File: config.mk
export PLATFORM = sky130hd
export DESIGN_NAME = load_store_unit
export DESIGN_NICKNAME = d
export VERILOG_FILES = /design/src/rtl/load_store_unit.sv
export SDC_FILE = /design/constraint.sdc
export NUM_CORES = 1
export LEC_CHECK = 0
export CORE_UTILIZATION = 37
export DETAILED_ROUTE_END_ITERATION = 6
export MAX_ROUTING_LAYER = met4
export PLACE_DENSITY = 0.88
export SLEW_MARGIN = 20
export SYNTH_ARGS = -nofsm -noshare
export SYNTH_HDL_FRONTEND = slang
export SYNTH_SLANG_ARGS = --single-unit
export TNS_END_PERCENT = 20
File: constraint.sdc
create_clock -name clk -period 2.5 [get_ports clk]
set_input_delay 0.5 -clock clk [delete_from_list [all_inputs] [get_ports clk]]
set_output_delay 0.5 -clock clk [all_outputs]
set_load 0.01 [all_outputs]
File: src/rtl/load_store_unit.sv
// MEM-stage load/store sequencer: one request at a time, alignment and range
// checks, one-cycle registered memory read latency, single-cycle response.
module load_store_unit #(
    parameter int MEM_BYTES = 4096
) (
    input  logic        clk,
    input  logic        reset_n,
    input  logic        req_valid,
    output logic        req_ready,
    input  logic        req_write,
    input  logic [2:0]  req_funct3,
    input  logic [31:0] req_addr,
    input  logic [31:0] req_wdata,
    input  logic [4:0]  req_rd,
    output logic        resp_valid,
    output logic [31:0] resp_rdata,
    output logic [4:0]  resp_rd,
    output logic        resp_exc,
    output logic [3:0]  resp_cause,
    output logic [31:0] resp_badaddr,
    output logic        stall,
    output logic [31:0] mem_addr,
    output logic [31:0] mem_wdata,
    output logic        mem_read_en,
    output logic        mem_write_en,
    output logic [3:0]  mem_byte_enable,
    input  logic [31:0] mem_rdata
);

    typedef enum logic [1:0] {IDLE, ISSUE, CAPTURE, RESP} state_t;

    state_t      state;
    logic [2:0]  lat_funct3;
    logic        lat_write;
    logic [4:0]  lat_rd;

    logic        accept;
    logic        req_legal;
    logic        req_misaligned;
    logic        req_fault;
    logic        req_exc;
    logic [3:0]  req_cause;
    logic [3:0]  req_mask;

    // The memory already sign-extends the selected lane; only unsigned loads need zeroing.
    function automatic logic [31:0] load_fixup(input logic [2:0] f3, input logic [31:0] data);
        case (f3)
            3'b100:  return {24'b0, data[7:0]};
            3'b101:  return {16'b0, data[15:0]};
            default: return data;
        endcase
    endfunction

    assign req_ready = reset_n && (state == IDLE || state == RESP);
    assign stall     = reset_n && (state != IDLE);
    assign accept    = req_valid && req_ready;

    always_comb begin
        req_legal      = 1'b0;
        req_misaligned = 1'b0;
        req_mask       = 4'b1111;
        req_cause      = 4'd0;
        case (req_funct3)
            3'b000, 3'b001, 3'b010: req_legal = 1'b1;
            3'b100, 3'b101:         req_legal = !req_write;
            default:                req_legal = 1'b0;
        endcase
        case (req_funct3[1:0])
            2'b00: begin
                req_mask = 4'b0001 << req_addr[1:0];
            end
            2'b01: begin
                req_mask       = req_addr[1] ? 4'b1100 : 4'b0011;
                req_misaligned = req_addr[0];
            end
            default: begin
                req_mask       = 4'b1111;
                req_misaligned = (req_addr[1:0] != 2'b00);
            end
        endcase
        req_fault = (req_addr >= 32'(MEM_BYTES));
        if (!req_legal)
            req_cause = 4'd2;
        else if (req_misaligned)
            req_cause = req_write ? 4'd6 : 4'd4;
        else if (req_fault)
            req_cause = req_write ? 4'd7 : 4'd5;
        req_exc = !req_legal || req_misaligned || req_fault;
    end

    always_ff @(posedge clk) begin
        if (accept) begin
            lat_funct3 <= req_funct3;
            lat_write  <= req_write;
            lat_rd     <= req_rd;
        end
    end

    always_ff @(posedge clk) begin
        if (!reset_n) begin
            state           <= IDLE;
            resp_valid      <= 1'b0;
            resp_rdata      <= 32'd0;
            resp_rd         <= 5'd0;
            resp_exc        <= 1'b0;
            resp_cause      <= 4'd0;
            resp_badaddr    <= 32'd0;
            mem_addr        <= 32'd0;
            mem_wdata       <= 32'd0;
            mem_read_en     <= 1'b0;
            mem_write_en    <= 1'b0;
            mem_byte_enable <= 4'd0;
        end else begin
            resp_valid      <= 1'b0;
            mem_read_en     <= 1'b0;
            mem_write_en    <= 1'b0;
            mem_byte_enable <= 4'd0;
            case (state)
                ISSUE: begin
                    if (lat_write) begin
                        state        <= RESP;
                        resp_valid   <= 1'b1;
                        resp_rdata   <= 32'd0;
                        resp_rd      <= lat_rd;
                        resp_exc     <= 1'b0;
                        resp_cause   <= 4'd0;
                        resp_badaddr <= 32'd0;
                    end else begin
                        state <= CAPTURE;
                    end
                end
                CAPTURE: begin
                    state        <= RESP;
                    resp_valid   <= 1'b1;
                    resp_rdata   <= load_fixup(lat_funct3, mem_rdata);
                    resp_rd      <= lat_rd;
                    resp_exc     <= 1'b0;
                    resp_cause   <= 4'd0;
                    resp_badaddr <= 32'd0;
                end
                default: begin
                    // IDLE and RESP both accept; RESP-cycle accept gives back-to-back throughput.
                    state <= IDLE;
                    if (accept) begin
                        mem_addr  <= req_addr;
                        mem_wdata <= req_wdata;
                        if (req_exc) begin
                            state        <= RESP;
                            resp_valid   <= 1'b1;
                            resp_rdata   <= 32'd0;
                            resp_rd      <= req_rd;
                            resp_exc     <= 1'b1;
                            resp_cause   <= req_cause;
                            resp_badaddr <= req_addr;
                        end else begin
                            state           <= ISSUE;
                            mem_read_en     <= !req_write;
                            mem_write_en    <= req_write;
                            mem_byte_enable <= req_mask;
                        end
                    end
                end
            endcase
        end
    end

endmodule

# [Yosys cells after proc, flatten, opt, wreduce, memory -nomap -nowiden]
# Index checks and enable logic that the tools add are counted.
[classes] n_lt_le_gt_ge=1 mux=37 n_reduce_logical=21 multipliers=0 n_div=0 bitwise_logic=3 shift=1 n_eq_ne=11 add_sub_neg=0
[op_table] op="32-bit one-hot mux with 2 select lines" n=3
[op_table] op="32-bit 2-to-1 mux" n=5
[op_table] op="32-bit by 13-bit greater-or-equal comparator with 1-bit output, second input constant" n=1
[op_table] op="4-bit 2-to-1 mux" n=4
[op_table] op="4-bit one-hot mux with 2 select lines" n=2
[op_table] op="5-bit 2-to-1 mux" n=3
[op_table] op="3-bit == test, second input constant" n=4
[op_table] op="5-bit one-hot mux with 2 select lines" n=1
[op_table] op="3-bit 2-to-1 mux" n=3
[op_table] op="2-bit 2-to-1 mux" n=4
[op_table] op="1-bit one-hot mux with 2 select lines" n=4
[op_table] op="1-bit 2-to-1 mux" n=7
[op_table] op="3-bit nonzero test" n=2
[op_table] op="5-bit OR reduction" n=1
[op_table] op="2-bit by 1-bit == test with 1-bit output, second input constant" n=2
[op_table] op="2-bit == test, second input constant" n=2
[op_table] op="2-bit zero test" n=2
[op_table] op="2-bit one-hot mux with 2 select lines" n=1
[op_table] op="2-bit nonzero test" n=2
[op_table] op="2-bit OR reduction" n=2
[op_table] op="1-bit by 2-bit << shifter with 4-bit output, first input constant" n=1
[op_table] op="3-bit by 1-bit == test with 1-bit output, second input constant" n=1
[op_table] op="3-bit by 2-bit == test with 1-bit output, second input constant" n=1
[op_table] op="1-bit logical AND" n=3
[op_table] op="other kinds (8)" n=13
[word_totals] latch_bits=0 n_memories=0 mem_bits_ro=0 wordCells=89 reg_bits=156 out_inout_bits=147 mem_bits_rw=0 inputBits=108

# [Longest topological paths before layout]
[depth] depth_word=9 mapped_depth=10 ltp_nobuf=7

# [Worst setup path after synthesis]
# Ideal clock, no wire load.
[synth_path] path_kind="register -> register" start="register state[0]" end="register lat_funct3[0], enable pin" period_less_slack_ns=2.332 setup_ns=0.377 required_time_ns=2.123 n_path_buf=3 path_slack_ns=0.168 arrival_ns=1.956 stages_incl_launch_ff=9 path_cell_list="dfxtp_1 > inv_1 > ha_1 > clkbuf_1 > nor2b_1 > nand2_1 > inv_1 > clkbuf_1 > clkbuf_1"
[synth_via] elab_chain_cells=4 elab_cells_between_ends=5 classes_between="eq/ne: 1; reduce/logical: 4"
[synth_rtl] item="start, declared" line="32" rtl="state_t state;"
[synth_rtl] item="start signal, assigned" line="101" rtl="state <= IDLE;"
[synth_rtl] item="start signal, assigned" line="121" rtl="state <= RESP;"
[synth_rtl] item="start signal, assigned" line="129" rtl="state <= CAPTURE;"
[synth_rtl] item="2-bit == test / 2-bit zero test (equally long branches)" line="54" rtl="assign req_ready = reset_n && (state == IDLE || state == RESP);"
[synth_rtl] item="1-bit logical OR (*)" line="54"
[synth_rtl] item="1-bit logical AND (*)" line="54"
[synth_rtl] item="1-bit logical AND (*)" line="56" rtl="assign accept = req_valid && req_ready;"
[synth_rtl] item="via accept" line="37" rtl="logic accept;"
[synth_rtl] item="end signal, assigned" line="93" rtl="lat_funct3 <= req_funct3;"
[synth_rtl] item="end, declared" line="33" rtl="logic [2:0] lat_funct3;"
# Mark *: on every way through the listed nets, which the timed path passes. The rest lies on a longest branch.
# A chain may end at the register's enable or synchronous reset.

# [Worst setup path after layout]
[layout_path] start="input port req_addr[19]" end="register resp_badaddr[13]"
[layout_via] elab_chain_cells=4
[layout_rtl] item="start, declared" line="12" rtl="input logic [31:0] req_addr,"
[layout_rtl] item="32-bit by 13-bit greater-or-equal comparator with 1-bit output" line="81" rtl="req_fault = (req_addr >= 32'(MEM_BYTES));"
[layout_rtl] item="1-bit logical OR" line="88" rtl="req_exc = !req_legal || req_misaligned || req_fault;"
[layout_rtl] item="3-bit nonzero test (no source line)"
[layout_rtl] item="3-bit AND reduction (no source line)"
[layout_rtl] item="end signal, assigned" line="154" rtl="resp_badaddr <= req_addr;"
[layout_rtl] item="end, declared" line="20" rtl="output logic [31:0] resp_badaddr,"
# No other way between the ends.

==> results.md <==
* CTS clock-pin slew for the worst setup and hold paths at 0.06 ns
* Clock tree buffer depth at 2
* TritonCTS clock tree: yes
* Most common flop cell mapped by yosys: dfxtp_1
* Final Cycle Share at 94.44%
* Die X-Extent at 125.0 um
* Transition time of the tightest slew-check pin at 0.6893 ns
* Number of failing setup endpoints in the final timing report at 0
* Count of max-cap constraint violations at 0
* Unrepaired setup endpoints after global routing: no
* # fillers at 1175
* Number of synthesis warnings at 0
* Post-route non-filler standard cell count at 1081
* DP Wirelength at 11690 um
* Number of antenna violations at the first check in global routing at 0
* Antenna Cells at 0
* Antenna-violating nets left at 0
* Yosys cell types at 37
* Worst slack, placed at -0.2892 ns
* Power per Cell Area at 813.4 mW/mm^2
* Number of standard cells after synthesis at 608
* Type of destination of the critical path: register
* Largest net degree at the start of global routing at 73
* Yosys top cell area share at 52.18%
* Yosys top cell by area: dfxtp_1
* Pins Over Slew Limit at 0
* Peak ir drop on the vdd network at 0.0005550 V
* DR pass1 iterations at 7
* Area of the die at 0.01564 mm^2
* Worst path cell trace: clkdlybuf4s50_1, nor4_1, nand3_1, or4_1, and2_4, buf_12, mux2i_1
* Fin Hold WS at 0.4556 ns
* Clock Sinks at 155
* Placed cells at 1049
* Count leader, synth: nand2_1
* Number of storage elements in the synthesis netlist at 155
* Violated checks: DRC
* Biggest fanout along the worst timing path at 21
* Multi-input gate area in the final layout at 0.002177 mm^2
* Overall power of the completed layout at 7453 uW
* Die boundary height at 125.0 um
* Setup fix buffers added after clock tree synthesis at 0
* Vias in the first global route at 5096
* Clock root buffer master: clkbuf_16
* Final worst clock skew at 0.01254 ns
* Timing-limited maximum frequency at 423.5 MHz
* Worst relative slew slack at 54.04%
* Row Count at 44
* Startpoint class of the critical path: input pin
* Total nets after synthesis at 719
* IO buf count at 253
* Sequential area share after synthesis at 57.00%
* Number of cells upsized or downsized after cts at 0
* Post-route worst setup slack at 0.1389 ns
* Crit path required time at 2.80 ns
* Final weighted congestion of routability-driven global placement at 0.8371
* Arrival time at the worst endpoint at 2.66 ns
* Leakage power at 0.003529 uW
* Number of top-level design ports at 255
* Status: finished, violations left
* Initial core utilization at 38.25%
* Hold buffer count at cts at 0
* Crit path time final at 2.361 ns
* Wire length of the first global-routing pass at 25960 um
* Commonest cells in the netlist: 201 x nand2_1, 146 x dfxtp_1, 67 x o21ai_0
* Area used by sequential logic in the layout at 0.003193 mm^2
* Total negative slack at 0 ns
* Syn Std Cell Area at 0.005602 mm^2
* Via/cell ratio at 4.833
* All-Layer GR Usage at 21.69%
* Total number of vias at 5224
* Largest incremental delay on the critical path at 0.63 ns
* Number of nets in the finished design at 995
* Post-DR wirelength/cell at 14.85 um
* Area of the core at 0.01464 mm^2
* Min-Delay Path Class: reg2reg
* Iter 0 DRT Violations at 289
* DRT Wirelength at 16050 um
* Delay-heaviest family, CP: simple AND/OR/NAND/NOR gates
* Slowest cell on the critical path: or4_1
* CP Class: in2reg
* Synthesized area divided by synthesized cell count at 9.213 um^2
* Layout cell share with drive strength beyond 1 at 10.14%
* Remaining global-route overflow at 0
* Final-report hold violation count at 0
* Main area contributors after synthesis: dfxtp_1 52%, nand2_1 13%, mux2i_1 6.8%
* Total number of H-tree levels at 4
* EDFF count, synth at 9
* Clock buffers created by TritonCTS at 17
* Fraction of registers with async set or reset after synthesis at 0%
* Synth-to-layout area growth at 63.59%
* Number of remaining DRC errors at 41
* Later-pin clock latency in the skew report at 0.42 ns
* CP Buf/Inv Count at 2
-- routing by layer --
metal | GRT usage, % | part of all wire (%)
met1 | 24.18 | 41
met2 | 36.31 | 49
met3 | 7.488 | 7.4
met4 | 6.958 | 1.8
met5 | - | 0
-- metrics by stage --
step	instance area, um^2	utilization (%)
global placement	8578	58.58
CTS	9155	62.52
finish	9164	62.58
floorplan	5602	-
global route	9164	62.58
detailed placement	8578	58.58
-- path summary, 6_finish.rpt --
path,from,end,slack (ns),depth (start not counted)
max reg2reg,state[0],resp_badaddr[21],0.47,8
max,req_addr[19],resp_badaddr[13],0.14,7
min,resp_badaddr[31],resp_badaddr[31],0.46,2
min reg2reg,resp_badaddr[31],resp_badaddr[31],0.46,2
-- cell type report --
type	count	share of cell area, %
clock buffer	18	4.792
timing repair buffer	300	32.17
tap	184	2.512
multi-input combinational	400	23.76
sequential	155	34.84
inverter	10	0.4233
clock inverter	14	1.502
-- logic make-up after synthesis --
kind of cell             after synthesis  share of synthesized area, %
flip-flops                           155                         57.00
adder cells (fa/ha/maj)                3                        0.6702
buffers and inverters                 53                         4.378
AND/OR/NAND/NOR                      226                         15.88
multiplexers                          38                         6.790
AO/OA/AOI/OAI                        132                         15.21
other                                  1                       0.06694
-- worst min-delay path, cell delays in order (launching register included) --
cell and delay (ns):
dfxtp_1 0.31, nand2_1 0.05, mux2i_1 0.05
-- report_power, final --
group          switching (uW)  total (uW)  leakage, uW  internal (uW)
Clock                    1070        2490     0.000280           1420
Sequential                162        2990      0.00128           2820
Combinational             908        1980      0.00197           1070
-- sequential cells by signal, indices dropped and copies added (netlist names), 2 cells and up --
register	count
lat_rd	5
resp_badaddr	32
mem_byte_enable	4
mem_wdata	32
resp_cause	3
state	2
lat_funct3	3
mem_addr	32
resp_rd	5
resp_rdata	32
-- layout by cell type (no fill, tap or decap), types with 2 or more instances in the layout --
cell	instances
nor4_1	6
mux2i_1	38
dfxtp_1	146
inv_6	4
ha_1	3
a21oi_1	15
o21ai_0	67
nand3_1	3
clkbuf_16	17
buf_12	5
a211oi_2	5
clkinv_4	4
buf_4	43
o32ai_1	2
edfxtp_1	9
a22o_1	32
o21a_1	2
clkinv_2	2
inv_1	8
nand2_1	201
clkdlybuf4s50_1	251
nor2_1	8
clkinvlp_4	2
No activity file was read; power rests on OpenSTA's default activity.
==> patch 1: new RTL, config.mk and constraints unchanged <==
Re-encode `state_t` (4 states) as Gray code, 2 bits wide.
--- a/src/rtl/load_store_unit.sv
+++ b/src/rtl/load_store_unit.sv
@@ -27,7 +27,7 @@
     input  logic [31:0] mem_rdata
 );
 
-    typedef enum logic [1:0] {IDLE, ISSUE, CAPTURE, RESP} state_t;
+    typedef enum logic [1:0] {IDLE = 2'b00, ISSUE = 2'b01, CAPTURE = 2'b11, RESP = 2'b10} state_t;
 
     state_t      state;
     logic [2:0]  lat_funct3;
Behaviour: same outputs for any inputs over 4 cycles, from zero or initial values and one cycle with reset_n low; so few cycles prove little.
==> patch 1 against the unedited design <==
- critical endpoint is now resp_rdata[9]
- worst setup slack lost 0.054 ns
- area after synthesis shrank 8.4%
- worst hold slack gained 0.0019 ns
- sequential share of layout area grew 1.9 points
- die area shrank 8.3%
- first-iteration DRC count shrank 25%
- clock skew shrank 0.0037 ns
- final area shrank 5.1%
- routed wire length shrank 3.6%
- sequential cell count is the same
Power is not compared: it rests on default switching activity, and its combinational part moved more than twofold at a synthesized area within 25%.
==> patch 1: results (changes against the unedited design) <==
Run status
  • Outcome: finished clean

Final layout
  • Fill cells: 1028 (-13%)
  • Final net count: 869 (-13%)
  • Proportion of layout cells with a drive suffix above 1: 10.5% (+0.32 points)

Placement
  • Dpl cell area: 0.00807 mm2 (-6.0%)
  • PortBufs: 253 (unchanged)
  • Post-place setup slack: -0.326 ns (-0.0371 ns)
  • HPWL after DPL: 11200 um (-4.6%)
  • Gp weighted congestion: 0.750 (-10%)

Hold path
  • Worst min-delay path class: reg2reg

Power
  • P per Cell Area: between 700 and 800 mW/mm2
  • Lkg Pwr: between 3 and 4 nW
  • Peak supply drop: ~0.49 mV

Yosys
  • Seq/Total Area, Yosys: 62.2% (+5.2 points)
  • Cell variety after synth: 34 (-8.1%)
  • Most common library cells after synthesis: 146 x dfxtp_1, 93 x nand2_1, 85 x a22o_1, 53 x o21ai_0, 25 x clkbuf_1
  • Number of flops mapped to enable cells by yosys: 9 (unchanged)
  • Top cells by area, synth: dfxtp_1 57%, a22o_1 15%, nand2_1 6.8%
  • Syn Nets: 591 (-18%)
  • Async S/R FF share, synth: 0% (unchanged)
  • Syn. warnings: 0 (unchanged)

Drt
  • DRT Pass-1 Iters: 4 (-3)
  • 1st-iter DRT viols: 218 (-25%)
  • Wire per inst: 16.3 um (+9.6%)
  • Vias: 4726 (-9.5%)

Critical path
  • CP Max Fanout: 44 (+110%)
  • Slowest stage delay, CP: 0.44 ns (-0.19 ns)
  • CP arrival: 2.77 ns (+0.11 ns)
  • Setup slack, reg-to-reg: 0.61 ns (+0.14 ns)
  • Slowest CP cell: nor4_1
  • CP top delay family: simple AND/OR/NAND/NOR gates

Global routing
  • Largest net degree at the start of global routing: 98 (+34%)
  • GRT Overall Usage: 22.1% (+0.44 points)
  • Number of global-route vias before repair: 4633 (-9.1%)
  • First-pass GRT wire length: 23700 um (-8.7%)
  • Initial antenna violation count: 1 (+1)

Clocking
  • Clock Path Buffers: 2 (unchanged)
  • Setup Buffers After CTS: 0 (unchanged)
  • Skew-Pair Late Insertion Delay: 0.41 ns
  • Num CTS Buffers: 17 (unchanged)
  • Post_cts resized: 0 (unchanged)
  • H-tree level count: 4 (unchanged)
  • Root Buffer: clkbuf_16
  • Clock-pin slew on the worst setup and hold paths: 0.06 ns (about the same)

STA
  • Skew final: 0.00883 ns (-0.00371 ns)
  • Slew HR: 63.9% (+9.8 points)
  • WHS: 0.458 ns (+0.00192 ns)
  • Setup WS post-layout: 0.0852 ns (-0.0538 ns)

Run
  • Max Cap Viol: 0 (unchanged)
[patch 1: changes by cell type in the layout (fill, tap and decap cells not counted), moves of 4 or more]
cell / change
a22o_1: +53
buf_4: -4
o211a_1: +6
inv_1: -4
a211oi_2: -5
o21ai_0: -14
mux2i_1: -33
a21oi_1: -10
nand2_1: -108
[patch 1: cells by family (layout without fill, tap and decap cells)]
kind of cell / Yosys count / after routing / share of synthesized area (%)
buffers and inverters: 42 / 333 / 3.90
muxes: 5 / 5 / 0.975
and+or+nand+nor: 120 / 120 / 9.88
other: 1 / 2 / 0.0731
DFF: 155 / 155 / 62.2
AOI/OAI and AO/OA: 160 / 160 / 22.9
[patch 1: layout make-up]
cell class / instances / area share, %
antenna: 1 / 0.0288
tap: 176 / 2.53
inverter: 5 / 0.216
timing repair buffer: 296 / 33.2
clock inverter: 14 / 2.10
multi-input combinational: 286 / 20.1
sequential: 155 / 36.7
clock buffer: 18 / 5.05
[patch 1: worst register-to-register path: cells and delay by family, from the launching register on]
| family | cells | cell delay (ns) |
|---|---|---|
| AOI/OAI and AO/OA | 2 | 0.48 |
| buffers and inverters | 2 | 0.62 |
| DFF | 1 | 0.31 |
| and+or+nand+nor | 2 | 0.43 |
[patch 1: path summary, 6_finish.rpt]
path | from | endpoint | cells after the start
setup reg to reg | state[0] | resp_badaddr[26] | 6
hold reg to reg | mem_wdata[17] | mem_wdata[17] | 2
setup / recovery | req_addr[21] | resp_rdata[9] | 7
hold / removal | mem_wdata[17] | mem_wdata[17] | 2
[patch 1: per-stage QoR]
stage | setup TNS, ns | instances | total power, W
6_report | 0 | 951 | 0.00615
5_1_grt | 0 | 951 | 0.00638
4_1_cts | 0 | 950 | 0.00620
3_5_place_dp | -25.07 | 918 | 0.00352
3_3_place_gp | -20.72 | 918 | 0.00350
2_1_floorplan | 0 | 483 | 0.00299
[patch 1: where the power goes]
group / internal [W] / switching (W)
clock network: 0.00162 / 0.00106
registers: 0.00262 / 0.0000673
logic: 0.000470 / 0.000310
[patch 1: metal layers]
| layer | share of wire, % | vias to the layer above | routed length [um] | global-route usage [%] |
|---|---|---|---|---|
| met1 | 41 | 2244 | 6400 | 25.0 |
| met3 | 7.3 | 21 | 1130 | 8.22 |
| li1 | - | 2277 | - | - |
| met2 | 50 | 184 | 7690 | 36.5 |
| met4 | 1.6 | 0 | 252 | 6.56 |
| met5 | 0 | - | 0 | - |
==> patch 2: new RTL, config.mk and constraints unchanged <==
Without the edit above. The parameter `MEM_BYTES` goes from 4096 to 2048.
--- a/src/rtl/load_store_unit.sv
+++ b/src/rtl/load_store_unit.sv
@@ -1,7 +1,7 @@
 // MEM-stage load/store sequencer: one request at a time, alignment and range
 // checks, one-cycle registered memory read latency, single-cycle response.
 module load_store_unit #(
-    parameter int MEM_BYTES = 4096
+    parameter int MEM_BYTES = 2048
 ) (
     input  logic        clk,
     input  logic        reset_n,
Check against the original RTL: not equivalent (a bounded check fails within 4 cycles, from zero or initial values and one cycle with reset_n low).
==> patch 2 against the unedited design <==
- the flow still finishes with violations (design-rule violations)
- sequential cell count unchanged
- clock power rose by 2%
- final area shrank 1.2%
- area after synthesis is 0.20% lower
- routed wire length increased by 4.7%
- utilization fell by 0.77 points
- total power barely moved
- worst setup slack better by 0.022 ns
- sequential power hardly changed
- final cell count fell by 1.4%
- count of clock-buffer cells in the layout down 1
==> patch 2: results (changes against the unedited design) <==
Run status
  • Outcome: complete, but fails checks
  • Failing checks: design-rule violations

Power
  • Lkg Pwr: 3.49 nW (-0.98%)
  • Clk power: 0.00255 W (+2%)
  • Power in combinational cells: 0.00192 W (-3%)
  • Internal power: 0.00534 W (+0.43%)
  • Peak supply drop: 0.529 mV (-4.6%)

Yosys
  • Syn Nets: 718 (-0.14%)
  • Top cells by area, synth: dfxtp_1 52%, nand2_1 13%, mux2i_1 6.8%
  • Complex-gate fraction of the synthesized area: 14.7% (-0.53 points)
  • Most common library cells after synthesis: 199 x nand2_1, 146 x dfxtp_1, 69 x o21ai_0, 38 x mux2i_1, 32 x a22o_1
  • Seq/Total Area, Yosys: 57.1% (+0.11 points)
  • Post-Synth Adder-Cell Area: 0.671% (+0.0013 points)
  • Synth Instances: 607 (-0.16%)

Global routing
  • First-pass GRT wire length: 26600 um (+2.5%)
  • Met1 Resource Use GR: 27.0% (+2.8 points)
  • Number of global-route vias before repair: 5112 (+0.31%)
  • GR Util met3: 6.87% (-0.62 points)

Drt
  • 1st-iter DRT viols: 389 (+35%)
  • WL met1: 7130 um (+7.5%)
  • Wire per inst: 15.8 um (+6.2%)
  • Vias: 5178 (-0.88%)
  • Met3 wire length: 1370 um (+15%)
  • Remaining DRCs: 44 (+7.3%)
  • Met2 routed WL: 7950 um (about the same)

Final layout
  • Proportion of layout cells with a drive suffix above 1: 8.16% (-2.0 points)
  • Fill cells: 1155 (-1.7%)
  • Final net count: 980 (-1.5%)

Critical path
  • Reg-to-Reg End: resp_badaddr[2]
  • Slowest CP cell: o31a_1
  • CP Max Fanout: 23 (+9.5%)
  • CP arrival: 2.68 ns (+0.02 ns)
  • Setup slack, reg-to-reg: 0.16 ns (-0.31 ns)

Placement
  • Gp weighted congestion: 0.897 (+7.2%)
  • HPWL after DPL: 12100 um (+3.5%)

Hold path
  • Hold path startpoint: mem_wdata[10]

STA
  • Slew HR: 54.4% (+0.37 points)
  • Skew final: 0.00925 ns (-0.00329 ns)
  • Final period utilization: 93.5% (-0.89 points)
  • WHS: 0.456 ns (+0.000159 ns)
[patch 2: cell count changes in the layout (fill, tap and decap cells not counted), moves of 2 or more]
cell and change:
or3_1 +2, buf_4 -13, nand2_1 -2, a211oi_2 -5
o21ai_0 +2, a211oi_1 +5, nor4_1 -2
[patch 2: cell type report]
| type | count | area [um2] | area share (%) |
|---|---|---|---|
| Tap cell | 184 | 230 | 2.54 |
| Multi-Input combinational cell | 399 | 2170 | 24.0 |
| Timing Repair Buffer | 286 | 2830 | 31.3 |
| Clock inverter | 15 | 163 | 1.80 |
| Clock buffer | 17 | 425 | 4.70 |
| Inverter | 10 | 38.8 | 0.429 |
| Sequential cell | 155 | 3190 | 35.3 |
[patch 2: kinds of logic (layout without fill, tap and decap cells)]
kind of cell    after synthesis  in the layout
compound gates              131            131
other cells                   1              1
flops                       155            155
mux                          38             38
fa+ha+maj                     3              3
buf+inv                      53            328
simple gates                226            226
